==> src/rtl/wav_clk_sw_pkg.sv <==
// Shared types and defaults for the glitch-free clock-switch sequencer.
package wav_clk_sw_pkg;

    // Sequencer phases, in the order a switch walks through them.
    typedef enum logic [2:0] {
        IDLE     = 3'd0,
        GATE_OFF = 3'd1,
        SWITCH   = 3'd2,
        GATE_ON  = 3'd3,
        DONE     = 3'd4
    } state_e;

    // Default dwell times (in clk cycles) and the counter width that holds them.
    localparam int unsigned DEFAULT_GATE_WAIT = 4;
    localparam int unsigned DEFAULT_MUX_WAIT  = 8;
    localparam int unsigned DEFAULT_CNT_W     = 4;

endpackage

==> src/rtl/demet_reset.sv <==
// Two-flop synchronizer with asynchronous active-high reset to 0.
// Brings the register-block select request into the clk domain.
module demet_reset (
    input  logic clk,
    input  logic reset,
    input  logic d,
    output logic q
);

    logic meta_q;
    logic meta_d;
    logic sync_q;
    logic sync_d;

    // Next values: shift the asynchronous input through the two stages.
    always_comb begin
        meta_d = d;
        sync_d = meta_q;
    end

    // Synchronizer flops; both clear to 0 on reset.
    always_ff @(posedge clk or posedge reset) begin
        if (reset) begin
            meta_q <= 1'b0;
            sync_q <= 1'b0;
        end else begin
            meta_q <= meta_d;
            sync_q <= sync_d;
        end
    end

    assign q = sync_q;

endmodule

==> src/rtl/wav_clock_switch_seq.sv <==
// Glitch-free sequencer driving the 2:1 clock mux select. A synchronized
// request starts a timed gate-off / switch / gate-on walk so neither source
// clock reaches the mux output while its select changes.
module wav_clock_switch_seq
    import wav_clk_sw_pkg::*;
#(
    parameter logic        RESET_SEL = 1'b0,
    parameter int unsigned GATE_WAIT = DEFAULT_GATE_WAIT,
    parameter int unsigned MUX_WAIT  = DEFAULT_MUX_WAIT,
    parameter int unsigned CNT_W     = DEFAULT_CNT_W
) (
    input  logic clk,
    input  logic reset,
    input  logic sel_req,
    input  logic sw_en,
    output logic mux_sel,
    output logic clk0_en,
    output logic clk1_en,
    output logic switch_busy,
    output logic switch_done
);

    // Both wait times must be nonzero and their reload value must fit the counter.
    if ((GATE_WAIT < 1) || (MUX_WAIT < 1) ||
        (GATE_WAIT > (1 << CNT_W)) || (MUX_WAIT > (1 << CNT_W))) begin : g_param_check
        $error("wav_clock_switch_seq: GATE_WAIT/MUX_WAIT must be >=1 and fit in CNT_W");
    end

    localparam logic [CNT_W-1:0] GATE_LOAD = CNT_W'(GATE_WAIT - 1);
    localparam logic [CNT_W-1:0] MUX_LOAD  = CNT_W'(MUX_WAIT - 1);
    localparam logic [CNT_W-1:0] CNT_ONE   = CNT_W'(1);

    state_e           state_q, state_d;
    logic [CNT_W-1:0] cnt_q, cnt_d;
    logic             target_q, target_d;
    logic             mux_sel_q, mux_sel_d;
    logic             clk0_en_q, clk0_en_d;
    logic             clk1_en_q, clk1_en_d;
    logic             busy_q, busy_d;
    logic             done_q, done_d;
    logic             req_s;

    demet_reset u_req_sync (
        .clk   (clk),
        .reset (reset),
        .d     (sel_req),
        .q     (req_s)
    );

    // Next-state, dwell counter and registered-output values for the switch walk.
    always_comb begin
        state_d   = state_q;
        cnt_d     = cnt_q;
        target_d  = target_q;
        mux_sel_d = mux_sel_q;
        clk0_en_d = clk0_en_q;
        clk1_en_d = clk1_en_q;
        case (state_q)
            IDLE: begin
                // Target is captured here and held until the walk returns to IDLE.
                if (sw_en && (req_s != mux_sel_q)) begin
                    state_d   = GATE_OFF;
                    target_d  = req_s;
                    cnt_d     = GATE_LOAD;
                    clk0_en_d = 1'b0;
                    clk1_en_d = 1'b0;
                end
            end
            GATE_OFF: begin
                if (cnt_q == '0) begin
                    state_d   = SWITCH;
                    mux_sel_d = target_q;
                    cnt_d     = MUX_LOAD;
                end else begin
                    cnt_d = cnt_q - CNT_ONE;
                end
            end
            SWITCH: begin
                if (cnt_q == '0) begin
                    state_d   = GATE_ON;
                    cnt_d     = GATE_LOAD;
                    clk0_en_d = ~target_q;
                    clk1_en_d = target_q;
                end else begin
                    cnt_d = cnt_q - CNT_ONE;
                end
            end
            GATE_ON: begin
                if (cnt_q == '0) begin
                    state_d = DONE;
                end else begin
                    cnt_d = cnt_q - CNT_ONE;
                end
            end
            DONE: begin
                state_d = IDLE;
            end
            default: begin
                state_d = IDLE;
            end
        endcase
        // Status flags are registered copies of the state being entered.
        busy_d = (state_d == GATE_OFF) || (state_d == SWITCH) || (state_d == GATE_ON);
        done_d = (state_d == DONE);
    end

    // State, counter and output registers; reset forces the idle configuration at once.
    always_ff @(posedge clk or posedge reset) begin
        if (reset) begin
            state_q   <= IDLE;
            cnt_q     <= '0;
            target_q  <= RESET_SEL;
            mux_sel_q <= RESET_SEL;
            clk0_en_q <= ~RESET_SEL;
            clk1_en_q <= RESET_SEL;
            busy_q    <= 1'b0;
            done_q    <= 1'b0;
        end else begin
            state_q   <= state_d;
            cnt_q     <= cnt_d;
            target_q  <= target_d;
            mux_sel_q <= mux_sel_d;
            clk0_en_q <= clk0_en_d;
            clk1_en_q <= clk1_en_d;
            busy_q    <= busy_d;
            done_q    <= done_d;
        end
    end

    assign mux_sel     = mux_sel_q;
    assign clk0_en     = clk0_en_q;
    assign clk1_en     = clk1_en_q;
    assign switch_busy = busy_q;
    assign switch_done = done_q;

endmodule

==> config.mk <==
export PLATFORM = sky130hd
export DESIGN_NAME = wav_clock_switch_seq
export DESIGN_NICKNAME = d
export VERILOG_FILES = /design/src/rtl/wav_clk_sw_pkg.sv /design/src/rtl/demet_reset.sv /design/src/rtl/wav_clock_switch_seq.sv
export SDC_FILE = /design/constraint.sdc
export NUM_CORES = 1
export LEC_CHECK = 0
export ABC_AREA = 1
export BUFFER_PORTS_ARGS = -buffer_cell sky130_fd_sc_hd__buf_2
export CELL_PAD_IN_SITES_DETAIL_PLACEMENT = 1
export CELL_PAD_IN_SITES_GLOBAL_PLACEMENT = 1
export CORE_MARGIN = 10
export CORE_UTILIZATION = 40
export CTS_BUF_LIST = sky130_fd_sc_hd__clkbuf_16
export DETAILED_ROUTE_END_ITERATION = 10
export GPL_TIMING_DRIVEN = 0
export PLACE_DENSITY_LB_ADDON = 0.3
export SETUP_SLACK_MARGIN = 0.15
export SKIP_CTS_REPAIR_TIMING = 1
export SLEW_MARGIN = 25
export SYNTH_ARGS = -nofsm -noshare
export SYNTH_HDL_FRONTEND = slang
export SYNTH_HIERARCHICAL = 1
export SYNTH_SLANG_ARGS = --single-unit
==> constraint.sdc <==
create_clock -name clk -period 1.35 [get_ports clk]
set_input_delay 0.0675 -clock clk [delete_from_list [all_inputs] [get_ports clk]]
set_output_delay 0.0675 -clock clk [all_outputs]
set_load 0.05 [all_outputs]
Word level (Yosys, flattened, before mapping)
Index checks and enable logic that the tools add are counted.
W data, S select, Z words.
{"block": "totals", "regBits": 15, "latchBits": 0, "ramBits": 0, "romBits": 0, "in_bits": 4, "memories": 0}
{"block": "classes", "n_addsub": 1, "multipliers": 0, "n_div": 0, "magnitude_cmp": 0, "eq_ne": 11, "shifts": 0, "mux": 15, "bitwise": 1, "n_reduce_logical": 11}
{"cell": "$mux W4", "n": 4}
{"cell": "$pmux W4 S4", "n": 1}
{"cell": "$eq A3 B2 Y1 const B", "n": 4}
{"cell": "$mux W3", "n": 4}
{"cell": "$pmux W3 S4", "n": 1}
{"cell": "$eq A3 B1 Y1 const B", "n": 2}
{"cell": "$ne A2 B2 Y1 const B", "n": 3}
{"cell": "$reduce_and A3 Y1", "n": 2}
{"cell": "$logic_not A4 Y1", "n": 1}
{"cell": "$pmux W1 S2", "n": 2}
{"cell": "$reduce_and A2 Y1", "n": 2}
{"cell": "$reduce_bool A4 Y1", "n": 1}
{"cell": "$sub A4 B1 Y4 const B", "n": 1}
{"cell": "$eq A3 B3 Y1 const B", "n": 1}
{"cell": "$logic_not A3 Y1", "n": 1}
{"cell": "$mux W1", "n": 3}
{"cell": "$logic_or A1 B1 Y1", "n": 2}
{"cell": "$reduce_bool A2 Y1", "n": 1}
{"cell": "$logic_and A1 B1 Y1", "n": 1}
{"cell": "$ne A1 B1 Y1", "n": 1}
{"cell": "$not A1 Y1", "n": 1}

Logic depth before layout (Yosys ltp)
Gate-level depths: netlist of run 1.
{"block": "depth", "ltp_word": 7, "ltp_mapped": 9, "mapped_depth_nobuf": 9}

Modules after synthesis
Netlist of run 1, hierarchy kept.
{"module": "wav_clock_switch_seq", "instances": 1, "cells_each": 83, "area_per_inst_um2": 661.9, "seq_area_each_um2": 326.6}
{"module": "demet_reset", "instances": 1, "cells_each": 3, "area_per_inst_um2": 53.8, "seq_area_each_um2": 50.0}

Worst setup path before layout of run 1
OpenSTA, ideal clock, no wires.
{"block": "synth_timing", "path_kind": "register to register", "start": "reg mux_sel_q (netlist: mux_sel)", "end": "reg clk1_en_q (netlist: clk1_en)", "setup_time_ns": 0.119, "arrival_time_ns": 1.207, "required_time_ns": 1.231, "slack_ns": 0.024, "stages_incl_launch_ff": 8, "path_buffers": 0, "synth_period_minus_slack_ns": 1.326, "cell_sequence": "dfrtp_1 -> inv_1 -> nand2_1 -> nand3_1 -> nor2_1 -> nor2_1 -> nand2_1 -> nand2_1"}
{"block": "synth_between", "elab_chain_len": 4}
{"item": "start, declared", "line_no": "wav_clock_switch_seq.sv:36", "source": "logic mux_sel_q, mux_sel_d;"}
{"item": "start signal, assigned", "line_no": "wav_clock_switch_seq.sv:122", "source": "mux_sel_q <= mux_sel_d;"}
{"item": "$ne A1 B1 Y1", "line_no": "wav_clock_switch_seq.sv:61", "source": "if (sw_en && (req_s != mux_sel_q)) begin"}
{"item": "$logic_and A1 B1 Y1", "line_no": "wav_clock_switch_seq.sv:61"}
{"item": "$ne A2 B2 Y1 (no line)"}
{"item": "$reduce_and A3 Y1 (no line)"}
{"item": "end signal, assigned", "line_no": "wav_clock_switch_seq.sv:124", "source": "clk1_en_q <= clk1_en_d;"}
{"item": "end, declared", "line_no": "wav_clock_switch_seq.sv:38", "source": "logic clk1_en_q, clk1_en_d;"}
No other way between the ends.
A chain may end at the register's enable or synchronous reset.

Worst setup path after layout of run 1
{"block": "layout_timing", "start": "reg cnt_q[0]", "end": "reg cnt_q[3]"}
{"block": "layout_between", "elab_chain_len": 3, "elab_cells_between_ends": 8, "cone_classes": "add/sub: 1; eq/ne: 1; mux: 4; reduce/logical: 2"}
{"item": "start, declared", "line_no": "wav_clock_switch_seq.sv:34", "source": "logic [CNT_W-1:0] cnt_q, cnt_d;"}
{"item": "start signal, assigned", "line_no": "wav_clock_switch_seq.sv:120", "source": "cnt_q <= cnt_d;"}
{"item": "$sub A4 B1 Y4 or $logic_not A4 Y1 (tied branches)"}
{"item": "$mux W4, or another cell as far along", "line_no": "wav_clock_switch_seq.sv:89", "source": "if (cnt_q == '0) begin"}
{"item": "$pmux W4 S4 or $reduce_and A3 Y1 (tied branches)"}
Parallel ways exist; a longest one is shown, timed or not. The select of a mux whose other input is x is not followed.

==> results of run 1 <==
==> worst paths after layout <==
check	cells after the start	slack [ps]	to
worst max-delay path	9	70	cnt_q[3]
min in group clk	5	280	target_q
worst max register to register	9	70	cnt_q[3]
worst min-delay path	3	250	u_req_sync/q
max in group asynchronous	3	540	state_q[2]
worst min register to register	0	360	u_req_sync/q
==> cell usage after synthesis <==
cell type  number  area share
dfstp_2         1       0.037
o31ai_1         1       0.010
nand2_1        24        0.13
nor3_1          1      0.0070
nand3_1         4       0.028
o21ai_0         1      0.0070
dfrtp_1        14        0.49
xor2_1          1       0.012
o21ai_1         2       0.014
nand4_1         1      0.0087
nor2_1         11       0.058
a21oi_1         2       0.014
nor2_4          2       0.031
inv_1          12       0.063
nand3_2         1       0.014
inv_2           2       0.010
nand2_4         1       0.016
ha_1            1       0.017
nand2_2         3       0.026
o211ai_1        1       0.010
==> state kept, by name, indices dropped and copies added, names as in the netlist <==
name and cells:
mux_sel 1, clk0_en 1, cnt_q 4, switch_done 1, u_req_sync/q 1, clk1_en 1
target_q 1, u_req_sync/meta_q 1, switch_busy 1, state_q 3
==> logic make-up (layout without fill, tap and decap cells) <==
logic type	Yosys count	after routing	synth area share
xor gates and xnor gates	1	1	0.01224
adders and majority gates	1	1	0.01748
buffers and inverters	14	32	0.07343
AOI/OAI and AO/OA	7	7	0.05595
DFF	15	15	0.5262
and+or+nand+nor	48	48	0.3147
==> worst min-delay path: cells and delay by family <==
kind / cells / cell delay, ps
buffers and inverters: 3 / 750
==> area by class of cell <==
class | count | area, µm² | area share
clock inverters | 1 | 3.754 | 0.003836
flip-flops and latches | 15 | 380.4 | 0.3887
inverters | 14 | 52.55 | 0.05371
repair buffers | 14 | 90.09 | 0.09207
clock buffers | 3 | 75.07 | 0.07673
multi-input cells | 57 | 345.3 | 0.3529
well taps | 25 | 31.28 | 0.03197
==> power breakdown <==
| part | leakage, nW | total [mW] | internal, mW | switching [mW] |
|---|---|---|---|---|
| logic | 0.282 | 1.29 | 0.446 | 0.848 |
| registers | 0.178 | 0.779 | 0.627 | 0.152 |
| clock network | 0.0423 | 0.571 | 0.392 | 0.179 |
==> routing by layer <==
| metal | share of wire | routed length (µm) | track usage |
|---|---|---|---|
| met1 | 0.42 | 737 | 0.09534 |
| met2 | 0.49 | 859 | 0.1256 |
| met3 | 0.051 | 89 | 0.03047 |
| met4 | 0.043 | 76 | 0.05028 |
| met5 | 0 | 0 | 0 |
==> per-stage QoR <==
step | setup TNS, ps | area, µm² | power, mW
final | 0 | 978.4 | 2.644
after global routing | -1.099 | 978.4 | 2.846
after CTS | 0 | 884.6 | 2.453
after detailed placement | 0 | 805.8 | 1.861
after global placement | 0 | 805.8 | 1.817
after floorplan | 0 | 734.5 | 1.616
==> results.txt, run 1 <==
The relative slew slack came out at 0.6568. The critical-path maximum fanout is 7. The path class of the tightest hold or removal check is in -> async. The detailed-route wire length came out at 1762 µm. The final design utilization came out at 0.5729. The global route total overflow came out at 0. The area growth from synthesis to final layout is 36.71%. CTS placed an instance of clkbuf_16 at the clock tree root.

Clock latency on the worst-skew pair, taken at its later pin, is 250 ps. The vias per cell is 4.713. Yosys printed 6 warnings.

The final clock skew is 1.036 ps. The violation count after the first detailed-routing iteration came out at 4. The maximum level of the CTS H-tree came out at 1. The fill cell total of the finished layout came out at 204.

The kind of cell with the highest combined delay on the critical path is simple AND/OR/NAND/NOR gates. The number of antenna violations at the first check in global routing came to 0. The highest achievable clock rate came out at 0.7823 GHz.

The largest buffer count on any clock path is 2. The smallest clock period supported by the final layout is computed as 1278 ps. For this configuration, the core starts out at a cell density of 0.4190. The total clock buffers created by CTS came out at 3. The startpoint class of the critical path is a flop.

The largest voltage drop on the vdd net is 1.439 mV. For this run, design rule violations remaining after detail routing come to 0. Tracing the worst setup path back leads to its startpoint at cnt_q[0]. The number of setup violations in the final report came out at 0. The final hold violation count came out at 0. The critical path goes through inv_2 -> ha_4 -> nand2_8 -> nor2_4 -> nor2_4 -> nand3_1 -> nand2_1 -> nand2_1 -> inv_1. Of the available clock period, the critical path in the final layout requires 0.9469.

The cell area power density came out at 2702 mW/mm². The critical path contains buffers and inverters numbering 2 combined. The wire length of the first global-routing pass came out at 2649 µm.

The maximum single-stage delay on the critical path is 400 ps. The clock-pin slew on the worst setup and hold paths came out at 50 ps. After legalization and detailed placement, the total HPWL measured 1162 µm.

The run finished with clean final reports. Before CTS, the worst setup slack after placement is 62.11 ps. Entering global routing, the biggest net connects 14 pins.

The data required time of the worst path is 1480 ps. The sink count of the clock tree is 15. The core region area is 0.001708 mm². The critical path endpoint category is a flop. The total inserted antenna cells is 0. Synthesis handed over a netlist of 86 instances. The critical path arrival is 1410 ps. The top cell types in the final layout, fill and taps aside, are nand2_1 (22), dfrtp_1 (11), inv_1 (10), buf_2 (8), nor2_1 (6).

The finished layout holds 129 standard cells, fillers aside. The detailed router placed 608 vias in this run. Routability-driven placement finished with a final weighted congestion of 0.7953. In this run the horizontal extent of the chip is 62.30 µm. The die covers 0.003881 mm².

The share of the Yosys chip area taken by registers is 0.5262. The count of nets left with antenna violations after detail routing is 0. Setup repair after global routing could not meet its margin everywhere. The number of nets in the layout is 110. The first-pass detailed-route iteration total is 2. The largest individual stage delay along the critical path comes from the cell dfrtp_1. The global router's overall resource usage is 0.08233. The startpoint identified for the worst register-to-register timing path is cnt_q[0]. The number of global-route vias before repair is 627. The leading cell type in the layout, fill and taps excluded is nand2_1. The cell area after synthesis is 715.7 µm². The tool flagged a number of max-cap violations equal to 0.

The synthesized area per cell is 8.322 µm². Counting tap cells, the placed design contains a total of 119 instances. The fraction of layout cells with a size suffix above 1 came out at 0.3750. The post-synth net total is 91.

The register bit count reported by yosys came out at 15. The smallest hold slack came out at 249.3 ps. For the pin with the worst max-slew slack, the measured transition is 514.2 ps. Port buffering added 8 buffers. Row generation in the floorplan step produced 15 rows. The chip height is 62.30 µm. TritonCTS built the clock tree. Pin placement for this block handled 9 I/O pins. The final max-slew violation count is 0. In the final routed layout, each cell accounts on average for 13.66 µm. The critical path in this run is classified as reg -> reg. For this design the static power due to leakage is 0.5027 nW. The number of different library cells in the post-synthesis netlist came out at 20. The worst setup margin came out at 71.73 ps.
(Power assumes the default switching activity.)
==> run 2: changes to the inputs <==
--- a/config.mk
+++ b/config.mk
@@ -14,7 +14,9 @@
 export CTS_BUF_LIST = sky130_fd_sc_hd__clkbuf_16
 export DETAILED_ROUTE_END_ITERATION = 10
 export GPL_TIMING_DRIVEN = 0
+export HOLD_SLACK_MARGIN = 0.1
 export PLACE_DENSITY_LB_ADDON = 0.3
+export REMOVE_ABC_BUFFERS = 1
 export SETUP_SLACK_MARGIN = 0.15
 export SKIP_CTS_REPAIR_TIMING = 1
 export SLEW_MARGIN = 25
==> constraint.sdc (replaced) <==
create_clock -name clk -period 1.2 [get_ports clk]
set_input_delay 0.06 -clock clk [delete_from_list [all_inputs] [get_ports clk]]
set_output_delay 0.06 -clock clk [all_outputs]
set_load 0.05 [all_outputs]
==> run 2 against run 1 <==
Compared with the run above: the run now ends with negative setup slack left; cell count did not move; core utilization rose by 1.8 points; clock-buffer cell count did not move; first-iteration DRC count did not move; via count rose by 3.6%; sequential share of layout area fell by 1.5 points; fmax rose by 0.80%; power rose by 16%; wire length fell by 0.28%; register-to-register slack got worse by 140 ps; global-route usage fell by 0.24 points; largest cell class unchanged; highest routed layer unchanged; non-clock buffer count did not move.
==> results.txt, run 2 (synthesis gave the netlist of run 1 again) <==
Outcome: finished with violations (was completed). The checks that failed: negative setup slack. The overall die width came out at 62.30 µm (unchanged). The clock network power share is 0.205 (was 0.216). The portion of total power attributed to combinational logic came out at 0.511 (was 0.489). The most flop-heavy register was cnt_q (unchanged). The measured slew at the worst slew-check pin came out at 511.9 ps (was 514.2 ps).

The clock-pin slew on the worst setup and hold paths came out at 50 ps (about the same). The fraction of power consumed by sequential logic is 0.284 (was 0.295). The part of the cycle the worst path needs came to 1.057 (was 0.9469). The initial cell density of the core was 0.4190 (unchanged). The cell internal power dissipation came to 1.692 mW (was 1.466 mW). The count of nets left with antenna violations after detail routing came out at 0 (unchanged). Largest registers ranked by flip-flop count: cnt_q x4, state_q x3 (unchanged).

Unrepaired setup endpoints after global routing: true (unchanged). The CTS root buffer is clkbuf_16 (unchanged). The fraction of layout cells with a size suffix above 1 was 0.3942 (was 0.3750). The violation count after the first detailed-routing iteration came out at 4 (unchanged). The count of buffers inserted at the top-level ports is 8 (unchanged). The number of remaining DRC errors is 0 (unchanged). Most frequent cells in the layout: nand2_1 (21), dfrtp_1 (13), inv_1 (10), buf_2 (7) (was nand2_1 (22), dfrtp_1 (11), inv_1 (10), buf_2 (8), nor2_1 (6)). The sink count of the clock tree came to 15 (unchanged). The total net switching power came out at 1.380 mW (was 1.178 mW). The smallest hold slack was 217.0 ps (was 249.3 ps). The switching share of power came out at 0.4493 (was 0.4456). The worst setup margin is -68.07 ps (was 71.73 ps). The chip height came to 62.30 µm (unchanged). The detailed-route wire length came to 1757 µm (was 1762 µm). The relative slew slack came out at 0.6583 (was 0.6568).

The type of the most critical hold path was in -> async (unchanged). The vias per cell came out at 4.884 (was 4.713). The sum of net half-perimeters after detailed placement came out at 1185 µm (was 1162 µm).

The maximum number of pins on one net before global-route repair came to 14 (unchanged). The critical-path maximum fanout was 5 (was 7). The worst setup slack for register-to-register paths is -70 ps (was 70 ps). The core region area is 0.001708 mm² (unchanged). The largest buffer count on any clock path came out at 2 (unchanged). The average routed wire per standard cell is 13.62 µm (was 13.66 µm).

The flip-flop count of the largest register, all copies and words added came to 4 (unchanged). The area growth from synthesis to final layout came out at 41.08% (was 36.71%). The shortest clock period the worst path allows after layout is 1268 ps (was 1278 ps). The post-route total power came out at 3.072 mW (was 2.644 mW). The wire length of the first global-routing pass is 2573 µm (was 2649 µm). The global route total overflow is 0 (unchanged). The data required time of the worst path came to 1350 ps (was 1480 ps). The global router's overall resource usage is 0.07988 (was 0.08233). The final max-slew violation count is 0 (unchanged). The critical path arrival came to 1420 ps (was 1410 ps). The depth of the worst register-to-register path is 5 (was 9). The number of violations of the max-capacitance limit is 0 (unchanged). The number of nets in the layout came out at 110 (unchanged). The number of setup violations in the final report is 7 (was 0). The latest clock arrival within the worst-skew pair came out at 240 ps (was 250 ps). The first-pass detailed-route iteration total came out at 4 (was 2). The maximum level of the CTS H-tree is 1 (unchanged).

The full die area came out at 0.003881 mm² (unchanged). The number of top-level pins is 9 (unchanged). The highest achievable clock rate was 0.7886 GHz (was 0.7823 GHz). The total inserted antenna cells came out at 0 (unchanged). The number of antenna violations at the first check in global routing came to 0 (unchanged). The number of global-route vias before repair is 619 (was 627). The critical path endpoint category is a flop (unchanged). The final clock skew came out at 3.565 ps (was 1.036 ps). The critical path launch point is cnt_q[2] (was cnt_q[0]). The total clock buffers created by CTS is 3 (unchanged).

The global placement routability congestion came to 0.7236 (was 0.7953). The setup slack at placement came out at -199.3 ps (was 62.11 ps). The CTS tree was yes (unchanged).

The cell area power density is 3042 mW/mm² (was 2702 mW/mm²). The via count is 630 (was 608). The launch point of the worst reg-to-reg path is cnt_q[2] (was cnt_q[0]). The capture point of the worst path is clk0_en (was cnt_q[3]).

The final hold violation count came out at 0 (unchanged). The leakage power total came out at 0.5156 nW (was 0.5027 nW). The largest voltage drop on the vdd net came to 1.476 mV (was 1.439 mV). The startpoint class of the critical path is a flop (unchanged).

The critical path class was reg -> reg (unchanged). The row count came out at 15 (unchanged). The leading cell type in the layout, fill and taps excluded is nand2_1 (unchanged).

The endpoint of the worst register-to-register path is clk0_en (was cnt_q[3]).
-- run 2: worst max-delay path, cell delays in order, from the launching register on --
cell and delay, ps:
dfrtp_1 420, nor2_2 220, nand2_8 100, buf_12 140, buf_4 120, o31ai_2 180
-- run 2: layer usage --
| metal | GRT usage | wire length (µm) | up-vias |
|---|---|---|---|
| li1 | - | - | 304 |
| met1 | 0.09365 | 825 | 314 |
| met2 | 0.1218 | 848 | 10 |
| met3 | 0.02688 | 72 | 2 |
| met4 | 0.05028 | 10 | 0 |
| met5 | 0 | 0 | - |
-- run 2: cell type report --
cell class / count / area (µm²)
Clock buffer: 3 / 75.07
Clock inverter: 1 / 3.754
Tap cell: 25 / 31.28
Timing Repair Buffer: 14 / 105.1
Multi-Input combinational cell: 57 / 364.1
Fill cell: 198 / 698.2
Inverter: 14 / 52.55
Sequential cell: 15 / 377.9
-- run 2: stage by stage --
| stage | area, µm² | std cells | utilization | setup TNS, ps |
|---|---|---|---|---|
| floorplan | 715.7 | 86 | - | -597.6 |
| global placement | 787.0 | 119 | 0.4608 | -942.1 |
| detailed placement | 787.0 | 119 | 0.4608 | -1258 |
| CTS | 865.8 | 123 | 0.5070 | -1440 |
| global route | 1010 | 129 | 0.5912 | -884.8 |
| finish | 1010 | 129 | 0.5912 | -324.5 |
-- run 2: worst min path at each step --
| stage | startpoint | endpoint | slack (ps) |
|---|---|---|---|
| after floorplan | reset | u_req_sync/meta_q | -200 |
| after global placement | reset | u_req_sync/meta_q | -80 |
| after detailed placement | reset | u_req_sync/meta_q | -80 |
| after CTS | reset | u_req_sync/meta_q | -340 |
| after global routing | reset | u_req_sync/meta_q | 240 |
| final | reset | u_req_sync/meta_q | 220 |
-- run 2: power by group through the flow --
stage | Combinational (mW) | Sequential (mW) | Clock (mW)
finish | 1.57 | 0.872 | 0.631
CTS | 1.20 | 0.841 | 0.640
detailed placement | 1.19 | 0.846 | 0
floorplan | 0.719 | 1.04 | 0
global placement | 1.15 | 0.835 | 0
global route | 1.72 | 0.894 | 0.674
==> run 3: changes to the inputs <==
--- a/config.mk
+++ b/config.mk
@@ -9,14 +9,12 @@
 export BUFFER_PORTS_ARGS = -buffer_cell sky130_fd_sc_hd__buf_2
 export CELL_PAD_IN_SITES_DETAIL_PLACEMENT = 1
 export CELL_PAD_IN_SITES_GLOBAL_PLACEMENT = 1
-export CORE_MARGIN = 10
 export CORE_UTILIZATION = 40
 export CTS_BUF_LIST = sky130_fd_sc_hd__clkbuf_16
 export DETAILED_ROUTE_END_ITERATION = 10
 export GPL_TIMING_DRIVEN = 0
 export HOLD_SLACK_MARGIN = 0.1
 export PLACE_DENSITY_LB_ADDON = 0.3
-export REMOVE_ABC_BUFFERS = 1
 export SETUP_SLACK_MARGIN = 0.15
 export SKIP_CTS_REPAIR_TIMING = 1
 export SLEW_MARGIN = 25
==> run 3 against run 2 <==
Compared with the run above: the flow still finishes with violations (negative setup slack); die area fell by 49%; sequential share of layout area is 0.96 points higher; sequential cell count did not move; power up 0.58%; critical path depth up 4; worst hold slack gained 8.5 ps; clock skew is essentially flat; first-iteration DRC count up 130%; core utilization grew 3.0 points; worst setup slack worse by 5.6 ps; clock-buffer cell count did not move; critical path type unchanged; largest cell class unchanged.
==> results.txt, run 3 (synthesis gave the netlist of run 1 again) <==
The number of global-route vias before repair is 647 (was 619). The core region area came out at 0.001594 mm² (was 0.001708 mm²). The chip height is 44.30 µm (was 62.30 µm). Most frequent cells in the layout: nand2_1 (22), dfrtp_1 (11), inv_1 (9), buf_2 (7) (was nand2_1 (21), dfrtp_1 (13), inv_1 (10), buf_2 (7)). The leakage power total came to 0.4989 nW (was 0.5156 nW). The maximum level of the CTS H-tree is 1 (unchanged).

The relative slew slack is 0.6671 (was 0.6583). The most flop-heavy register is cnt_q (unchanged). Unrepaired setup endpoints after global routing: true (unchanged). The total clock buffers created by CTS came out at 3 (unchanged).

The row count is 14 (was 15). The largest buffer count on any clock path came out at 2 (unchanged). The data required time of the worst path was 1330 ps (was 1350 ps). The count of buffers inserted at the top-level ports came out at 8 (unchanged). The average routed wire per standard cell came to 14.91 µm (was 13.62 µm). The number of remaining DRC errors is 0 (unchanged). The number of setup violations in the final report is 6 (was 7). The vias per cell is 4.868 (was 4.884). The startpoint class of the critical path is a flop (unchanged). The via count is 628 (was 630). The global route total overflow is 0 (unchanged). The clock network power share came out at 0.205 (about the same).

The part of the cycle the worst path needs came out at 1.061 (was 1.057). The global router's overall resource usage is 0.1897 (was 0.07988). The critical-path maximum fanout is 6 (was 5). The leading cell type in the layout, fill and taps excluded is nand2_1 (unchanged). Violations in the final reports: negative setup slack (unchanged). The clock-pin slew on the worst setup and hold paths is 50 ps (about the same). Outcome: finished with violations (unchanged). The area growth from synthesis to final layout is 38.46% (was 41.08%). The CTS tree is yes (unchanged). The count of nets left with antenna violations after detail routing is 0 (unchanged). The critical path class is reg -> reg (unchanged). The cell internal power dissipation came out at 1.705 mW (was 1.692 mW). The shortest clock period the worst path allows after layout is 1274 ps (was 1268 ps).

The type of the most critical hold path is in -> reg (was in -> async). The overall die width is 44.30 µm (was 62.30 µm). The first-pass detailed-route iteration total was 3 (was 4). The number of antenna violations at the first check in global routing came out at 0 (unchanged).

The post-route total power is 3.089 mW (was 3.072 mW). The measured slew at the worst slew-check pin is 498.7 ps (was 511.9 ps). The fraction of layout cells with a size suffix above 1 came out at 0.4190 (was 0.3942). The wire length of the first global-routing pass came to 2615 µm (was 2573 µm). The switching share of power came out at 0.4480 (was 0.4493). The number of violations of the max-capacitance limit is 0 (unchanged).

The portion of total power attributed to combinational logic came out at 0.508 (was 0.511). The sink count of the clock tree came to 15 (unchanged). The final hold violation count is 0 (unchanged). The sum of net half-perimeters after detailed placement is 1065 µm (was 1185 µm). The maximum number of pins on one net before global-route repair came to 14 (unchanged). The global placement routability congestion is 0.7530 (was 0.7236). Largest registers ranked by flip-flop count: cnt_q x4, state_q x3 (unchanged). The worst setup margin is -73.66 ps (was -68.07 ps).

The final clock skew is 3.715 ps (was 3.565 ps). The critical path endpoint category is a flop (unchanged). The number of nets in the layout came to 111 (was 110). The final design utilization is 0.6217 (was 0.5912). The detailed-route wire length is 1923 µm (was 1757 µm).

The CTS root buffer is clkbuf_16 (unchanged). The highest achievable clock rate was 0.7851 GHz (was 0.7886 GHz). The total inserted antenna cells came out at 0 (unchanged).

The cell area power density came out at 3117 mW/mm² (was 3042 mW/mm²). The latest clock arrival within the worst-skew pair is 240 ps (about the same). The largest voltage drop on the vdd net is 1.467 mV (was 1.476 mV).

The violation count after the first detailed-routing iteration is 9 (was 4). The initial cell density of the core is 0.4490 (was 0.4190). The total net switching power is 1.384 mW (was 1.380 mW). The flip-flop count of the largest register, all copies and words added is 4 (unchanged). The number of top-level pins came to 9 (unchanged). The fraction of power consumed by sequential logic is 0.287 (was 0.284). The fill cell total of the finished layout came out at 192 (was 198). The final max-slew violation count came out at 0 (unchanged). The full die area is 0.001962 mm² (was 0.003881 mm²).

The critical path arrival was 1400 ps (was 1420 ps).
==> run 3: cell types whose count changed in the layout (fill, tap and decap cells not counted), moves of 2 or more <==
cell     before  now
dfrtp_2       1    3
nor2_4        5    3
dfrtp_1      13   11
buf_4         4    6
==> run 3: worst max-delay path: stages (launching register included) <==
cell and delay (ps):
dfrtp_1 400, inv_2 90, ha_4 170, nand2_8 70, nor2_4 140, nor2_4 60
nand2_4 90, inv_2 50, nand2_2 40, nand2_1 50
==> run 3: worst paths after layout <==
| path | startpoint | to | slack, ps | depth (start not counted) |
|---|---|---|---|---|
| max in group asynchronous | reset | cnt_q[2] | 410 | 3 |
| worst max-delay path | cnt_q[0] | cnt_q[1] | -70 | 9 |
| worst max register to register | cnt_q[0] | cnt_q[1] | -70 | 9 |
| worst min-delay path | sw_en | target_q | 230 | 5 |
| min in group asynchronous | reset | u_req_sync/q | 250 | 3 |
| worst min register to register | u_req_sync/meta_q | u_req_sync/q | 380 | 0 |
==> run 3: per-stage QoR <==
stage / instance area (µm²) / worst slack (ps) / std cells / TNS, ps / hold slack, ps
3_3_place_gp: 812.0 / -16.92 / 118 / -25.84 / -82.64
3_5_place_dp: 812.0 / -45.09 / 118 / -103.0 / -73.22
4_1_cts: 890.9 / -72.36 / 122 / -302.4 / -330.3
6_report: 991.0 / -73.66 / 129 / -251.9 / 225.5
5_1_grt: 991.0 / -144.2 / 129 / -868.4 / 267.0
2_1_floorplan: 742.0 / 68.72 / 86 / 0 / -198.8
==> run 3: power groups by stage <==
stage / Sequential [mW] / Clock, mW / Combinational, mW
floorplan: 1.06 / 0 / 0.792
global placement: 0.846 / 0 / 1.22
detailed placement: 0.859 / 0 / 1.26
CTS: 0.854 / 0.636 / 1.28
global route: 0.903 / 0.665 / 1.74
finish: 0.886 / 0.633 / 1.57
==> run 3: final cells by class <==
cell class | count | area (µm²) | area share
tap | 24 | 30.03 | 0.03030
clock buffer | 3 | 75.07 | 0.07576
timing repair buffer | 15 | 100.1 | 0.1010
clock inverter | 1 | 3.754 | 0.003788
inverter | 14 | 52.55 | 0.05303
multi-input combinational | 57 | 349.1 | 0.3523
sequential | 15 | 380.4 | 0.3838
==> run 3: routing by layer <==
| metal | part of all wire | track usage |
|---|---|---|
| met1 | 0.41 | 0.2234 |
| met2 | 0.53 | 0.3118 |
| met3 | 0.026 | 0.03673 |
| met4 | 0.031 | 0.1273 |
| met5 | 0 | 0 |
